<file path="src/rtl/md_unit.sv">
// rtl/md_unit.sv - multiply/divide unit with HI/LO registers for the EX stage.
// Optional accumulate ops (maddu/madd/msubu/msub) enabled by MD_UNIT_MADD_EN.
module md_unit #(
    parameter int WIDTH    = 32,
    parameter int MULT_LAT = 5
) (
    input  logic             clk,
    input  logic             reset,
    input  logic             start,
    input  logic [3:0]       op,
    input  logic [WIDTH-1:0] a,
    input  logic [WIDTH-1:0] b,
    input  logic             cancel,
    output logic [WIDTH-1:0] hi,
    output logic [WIDTH-1:0] lo,
    output logic             busy
);
    localparam int CMAX = (WIDTH > MULT_LAT) ? WIDTH : MULT_LAT;
    localparam int CW   = $clog2(CMAX + 1);

    typedef enum logic [1:0] {IDLE, MUL, DIV, DONE_DIV} mdState_t;

    mdState_t         state;
    logic [CW-1:0]    count;
    logic [3:0]       opReg;
    logic [WIDTH-1:0] aReg, bReg;
    logic [WIDTH-1:0] divisor, quo, rem;
    logic             negQ, negR, divZero;

    logic               isMulOp, isDivOp, startSigned;
    logic [WIDTH-1:0]   aMag, bMag;
    logic               mulSigned;
    logic [2*WIDTH-1:0] aExt, bExt, product, mulResult;
    logic [WIDTH:0]     shifted;
    logic               stepGeq;
    logic [WIDTH-1:0]   stepDiff, quoFinal, remFinal;

    always_comb begin
        isMulOp = (op == 4'd1) || (op == 4'd2);
`ifdef MD_UNIT_MADD_EN
        isMulOp = isMulOp || ((op >= 4'd7) && (op <= 4'd10));
`endif
        isDivOp     = (op == 4'd3) || (op == 4'd4);
        startSigned = (op == 4'd4);
        aMag        = (startSigned && a[WIDTH-1]) ? -a : a;
        bMag        = (startSigned && b[WIDTH-1]) ? -b : b;
    end

    // Operands are extended to full product width so truncation is modulo 2^(2*WIDTH).
    always_comb begin
        mulSigned = (opReg == 4'd2) || (opReg == 4'd8) || (opReg == 4'd10);
        aExt      = mulSigned ? {{WIDTH{aReg[WIDTH-1]}}, aReg} : {{WIDTH{1'b0}}, aReg};
        bExt      = mulSigned ? {{WIDTH{bReg[WIDTH-1]}}, bReg} : {{WIDTH{1'b0}}, bReg};
        product   = aExt * bExt;
        mulResult = product;
`ifdef MD_UNIT_MADD_EN
        if ((opReg == 4'd7) || (opReg == 4'd8))
            mulResult = {hi, lo} + product;
        else if ((opReg == 4'd9) || (opReg == 4'd10))
            mulResult = {hi, lo} - product;
`endif
    end

    // Restoring step: partial remainder always stays below the divisor, so WIDTH bits suffice.
    always_comb begin
        shifted  = {rem, quo[WIDTH-1]};
        stepGeq  = shifted >= {1'b0, divisor};
        stepDiff = shifted[WIDTH-1:0] - divisor;
        quoFinal = negQ ? -quo : quo;
        remFinal = negR ? -rem : rem;
    end

    always_ff @(posedge clk or posedge reset) begin
        if (reset) begin
            state   <= IDLE;
            count   <= '0;
            opReg   <= '0;
            aReg    <= '0;
            bReg    <= '0;
            divisor <= '0;
            quo     <= '0;
            rem     <= '0;
            negQ    <= 1'b0;
            negR    <= 1'b0;
            divZero <= 1'b0;
            hi      <= '0;
            lo      <= '0;
            busy    <= 1'b0;
        end else if (cancel) begin
            state <= IDLE;
            count <= '0;
            busy  <= 1'b0;
        end else begin
            case (state)
                IDLE: begin
                    if (start) begin
                        if (isMulOp) begin
                            opReg <= op;
                            aReg  <= a;
                            bReg  <= b;
                            count <= CW'(MULT_LAT - 1);
                            state <= MUL;
                            busy  <= 1'b1;
                        end else if (isDivOp) begin
                            opReg   <= op;
                            aReg    <= a;
                            bReg    <= b;
                            quo     <= aMag;
                            divisor <= bMag;
                            rem     <= '0;
                            negQ    <= startSigned && (a[WIDTH-1] ^ b[WIDTH-1]);
                            negR    <= startSigned && a[WIDTH-1];
                            divZero <= (b == '0);
                            count   <= CW'(WIDTH);
                            state   <= DIV;
                            busy    <= 1'b1;
                        end else if (op == 4'd5) begin
                            hi <= a;
                        end else if (op == 4'd6) begin
                            lo <= a;
                        end
                    end
                end
                MUL: begin
                    if (count == '0) begin
                        {hi, lo} <= mulResult;
                        state    <= IDLE;
                        busy     <= 1'b0;
                    end else begin
                        count <= count - 1'b1;
                    end
                end
                DIV: begin
                    rem   <= stepGeq ? stepDiff : shifted[WIDTH-1:0];
                    quo   <= {quo[WIDTH-2:0], stepGeq};
                    count <= count - 1'b1;
                    if (count == CW'(1))
                        state <= DONE_DIV;
                end
                DONE_DIV: begin
                    if (divZero) begin
                        lo <= '1;
                        hi <= aReg;
                    end else begin
                        lo <= quoFinal;
                        hi <= remFinal;
                    end
                    state <= IDLE;
                    busy  <= 1'b0;
                end
                default: begin
                    state <= IDLE;
                    busy  <= 1'b0;
                end
            endcase
        end
    end
endmodule

</file>
<file path="config.mk">
export PLATFORM = sky130hd
export DESIGN_NAME = md_unit
export DESIGN_NICKNAME = d
export VERILOG_FILES = /design/src/rtl/md_unit.sv
export SDC_FILE = /design/constraint.sdc
export NUM_CORES = 2
export LEC_CHECK = 0
export BUFFER_PORTS_ARGS = -buffer_cell sky130_fd_sc_hd__buf_2
export CAP_MARGIN = 10
export CORE_MARGIN = 4
export CORE_UTILIZATION = 25
export CTS_CLUSTER_DIAMETER = 30
export DETAILED_ROUTE_END_ITERATION = 8
export HOLD_SLACK_MARGIN = 0.03
export PLACE_DENSITY = 0.51
export SETUP_SLACK_MARGIN = 0.2
export SLEW_MARGIN = 20
export SYNTH_ARGS = -nofsm -noshare
export SYNTH_HDL_FRONTEND = slang
export SYNTH_SLANG_ARGS = --single-unit
</file>
<file path="constraint.sdc">
create_clock -name clk -period 8.6 [get_ports clk]
set_input_delay 1.29 -clock clk [delete_from_list [all_inputs] [get_ports clk]]
set_output_delay 1.29 -clock clk [all_outputs]
set_load 0.005 [all_outputs]
</file>
==> run summary <==
R2R setup slack -> -0.25 ns
Standard cell core area -> 0.2496 sq mm
Detailed-routing iteration count for the pre-antenna-repair pass -> 6
Detailed-route vias per instance -> 4.578
Largest area contributor in the netlist -> fa_1
EDFF count, synth -> 0
Setup-violating endpoint count in the final report -> 13
Max H-tree Level -> 3
Area grow syn2layout -> 23.51%
Hold-fix buffers, CTS -> 0
Worst Min Path Start -> divisor[31]
Die width -> 509.6 um
Setup repair after global routing missed its margin -> yes
Boundary Pins -> 137
Clock net sink count -> 240
Mean routed wirelength per cell -> 20.84 um
Hold_ws -> 0.4799 ns
Number of buffers added on ports -> 136
Rel. slew slack -> 19.54%
Aggregate global routing overflow -> 0
Async SR Flop Fraction -> 100.0%
Remaining design rule violation count -> 0
Post-layout minimum cycle time -> 8.849 ns
Wire length of the first global-routing pass -> 346500 um
Yosys top cell area share -> 45.20%
Clock latency on the worst-skew pair -> 0.67 ns
Flip-flop and latch count after synthesis -> 240
Final design area excluding fillers -> 0.07769 sq mm
TritonCTS clock tree -> built
Post-Synthesis Cells -> 7006
Placer congestion estimate -> 0.9327
Violated checks -> setup timing
Worst Hold Path Cells -> 2
Vertical die dimension -> 509.6 um
Class of the most critical setup path -> flip-flop to flip-flop
Top post-synthesis cells by area -> fa_1 (45%), inv_1 (9.8%), dfrtp_1 (9.5%), ha_1 (7.0%), nand2_1 (6.4%)
Via count of the first global-routing pass -> 54954
Category of the worst setup path launch point -> flip-flop
Run status -> finished, violations left
Post-synth design cell area -> 0.06290 sq mm
Bufs on Longest Clock Path -> 3
Ratio of cells with drive above 1 in the final layout -> 18.44%
Net count of the mapped netlist -> 8849
Yosys cell types -> 79
Share of synthesized area occupied by flip-flops and latches -> 9.549%
Die Outline Area -> 0.2597 sq mm
Clock Root Buffer -> clkbuf_16
Initial antenna violation count -> 17
Period utilization -> 102.9%
Most used DFF post-synth -> dfrtp_1
Yosys Warn Count -> 0
Actual transition at the worst max-transition pin -> 1.207 ns
Clock-pin slew on the worst setup and hold paths -> 0.04 ns
RR Startpoint -> opReg[1]
Initial core utilization -> 25.20%
Slowest-stage cell, CP -> fa_2
Endpoint of the worst hold path -> divisor[31]
Via total after detailed routing -> 50115
HPWL after detailed placement -> 189200 um
Worst Clk Skew -> 0.03959 ns
Synthesized area divided by synthesized cell count -> 8.978 sq um
Global-route usage over all layers -> 17.64%
Highest fanout seen on the critical path -> 5
Minimum setup slack in the final design -> -0.2493 ns
Kind of end point of the critical path -> flip-flop
Final Net Count -> 9388
Post-placement setup slack -> -0.5681 ns
Max-cap violations -> 0
Maximum number of pins on one net before global-route repair -> 159
Detailed router's first-iteration violation count -> 3187
Filler Cells Inserted -> 26229
Clock buffer count from CTS -> 79
Total count of max-transition violations in the final report -> 0
Endpoint of the worst register-to-register path -> hi[31]
Most common cell type on the critical path -> fa_1
Count of endpoints failing hold in the final timing report -> 0
Antenna violation net count after detailed routing -> 0
Std cell rows -> 183
Total Routed Length -> 228100 um
Placed standard-cell area -> 0.07227 sq mm
Highest attainable clock frequency -> 0.1130 GHz
Number of cells on the worst reg-to-reg path -> 32
Hold Crit Class -> flip-flop to flip-flop
Slowest cell delay on critical path -> 0.62 ns
WP data arrival -> 9.37 ns
Data required, critical path -> 9.12 ns
through the flow:
stage / std cells / TNS, ns / util (%)
2_1_floorplan: 7006 / 0 / -
3_3_place_gp: 10718 / -9.862 / 28.96
3_5_place_dp: 10718 / -10.71 / 28.96
4_1_cts: 10901 / -1.755 / 30.59
5_1_grt: 10942 / -7.670 / 31.12
6_report: 10946 / -1.546 / 31.13
area by class of cell:
type | instances | area, sq um | share of cell area (%)
multi-input combinational | 4738 | 51060 | 65.72
timing repair buffer | 835 | 7483 | 9.633
inverter | 1651 | 6210 | 7.993
sequential | 240 | 6023 | 7.753
tap | 3330 | 4167 | 5.363
clock buffer | 106 | 2180 | 2.806
clock inverter | 39 | 550.5 | 0.7087
antenna | 7 | 17.52 | 0.02255
cells by family after synthesis:
group	Yosys count	share of synthesized area (%)
buf+inv	2028	12.13
simple gates	1848	13.41
fa+ha+maj	1775	52.24
compound gates	777	7.647
xor+xnor	255	3.573
flops	240	9.549
mux	83	1.444
state kept, by name (all words and copies together) (netlist names), 2 cells and up:
register	count
aReg	32
bReg	32
count	6
divisor	32
hi	32
lo	32
opReg	4
quo	32
rem	32
state	2
critical path: cells and delay by family, from the launching register on:
family                   cells  cell delay [ns]
buffers and inverters        9             0.90
AO/OA/AOI/OAI                7             1.59
multiplexers                 1             0.16
AND/OR/NAND/NOR              4             0.31
adder cells (fa/ha/maj)     11             5.33
flip-flops                   1             0.41
timing repair:
action / CTS / global route
resized for setup: 244 / 220
endpoints found under the hold margin: 0 / 0
setup buffers: 35 / 33
endpoints found under the setup margin: 37 / 40
gates cloned: 3 / 5
pin swaps: 178 / 185
routing by layer:
metal	track usage, %	vias up	wire length (um)	part of all wire (%)
li1	-	22080	-	-
met1	23.62	26210	98330	43
met2	29.10	1496	107400	47
met3	2.707	327	13500	5.9
met4	5.910	2	8837	3.9
met5	0	-	13	0.0057
cells in the mapped netlist (6+ instances only):
library cell and n:
a211oi_1 12, a21boi_0 6, a21o_1 48, a21oi_1 187
a221oi_1 16, a22oi_1 13, a31oi_1 26, a41oi_1 26
and2_1 336, and3_1 41, and4_1 8, buf_1 18
clkbuf_1 352, dfrtp_1 240, fa_1 1420, ha_1 351
inv_1 1650, mux2_2 62, mux2i_1 21, nand2_1 1071
nand2b_1 12, nand3_1 30, nand4_1 26, nor2_1 196
nor2b_1 15, nor3_1 28, nor4_1 17, o211ai_1 10
o21a_1 19, o21ai_0 274, o21ai_1 6, o21bai_1 20
o221ai_1 10, o22ai_1 9, o31ai_1 30, o41ai_1 18
or2_2 6, or3_1 25, or4_1 13, xnor2_1 157
xor2_1 97
layout by cell type (no fill, tap or decap), types with 21 or more instances in the layout:
| master | count |
|---|---|
| clkbuf_16 | 85 |
| buf_6 | 43 |
| nand2_1 | 1035 |
| ha_1 | 317 |
| nor2_1 | 185 |
| a21oi_2 | 25 |
| and2_1 | 334 |
| a31oi_1 | 21 |
| o31ai_1 | 27 |
| or3_1 | 25 |
| fa_1 | 1356 |
| mux2_2 | 62 |
| o21ai_0 | 243 |
| xor2_1 | 91 |
| mux2i_1 | 21 |
| xnor2_1 | 140 |
| a21oi_1 | 150 |
| inv_1 | 1594 |
| buf_4 | 549 |
| o21ai_1 | 22 |
| nand2_2 | 28 |
| nand3_1 | 26 |
| dfrtp_1 | 228 |
| ha_4 | 28 |
| nor3_1 | 24 |
| buf_12 | 93 |
| a21o_1 | 47 |
| buf_2 | 136 |
| and3_1 | 34 |
| inv_2 | 53 |
| nand4_1 | 26 |
| fa_2 | 64 |
how the worst max path moves through the flow:
| stage | from | to | slack, ns | depth (start not counted) |
|---|---|---|---|---|
| 5_1_grt | opReg[2] | hi[31] | -0.54 | 33 |
| 2_1_floorplan | opReg[0] | hi[31] | 0.09 | 32 |
| 3_5_place_dp | aReg[30] | hi[12] | -0.57 | 28 |
| 4_1_cts | opReg[2] | hi[31] | -0.21 | 33 |
| 3_3_place_gp | aReg[30] | hi[12] | -0.52 | 28 |
| 6_report | opReg[1] | hi[31] | -0.25 | 32 |
Power is not shown: default switching activity piles up to over one toggle a cycle in this logic, so the estimate is an artifact.
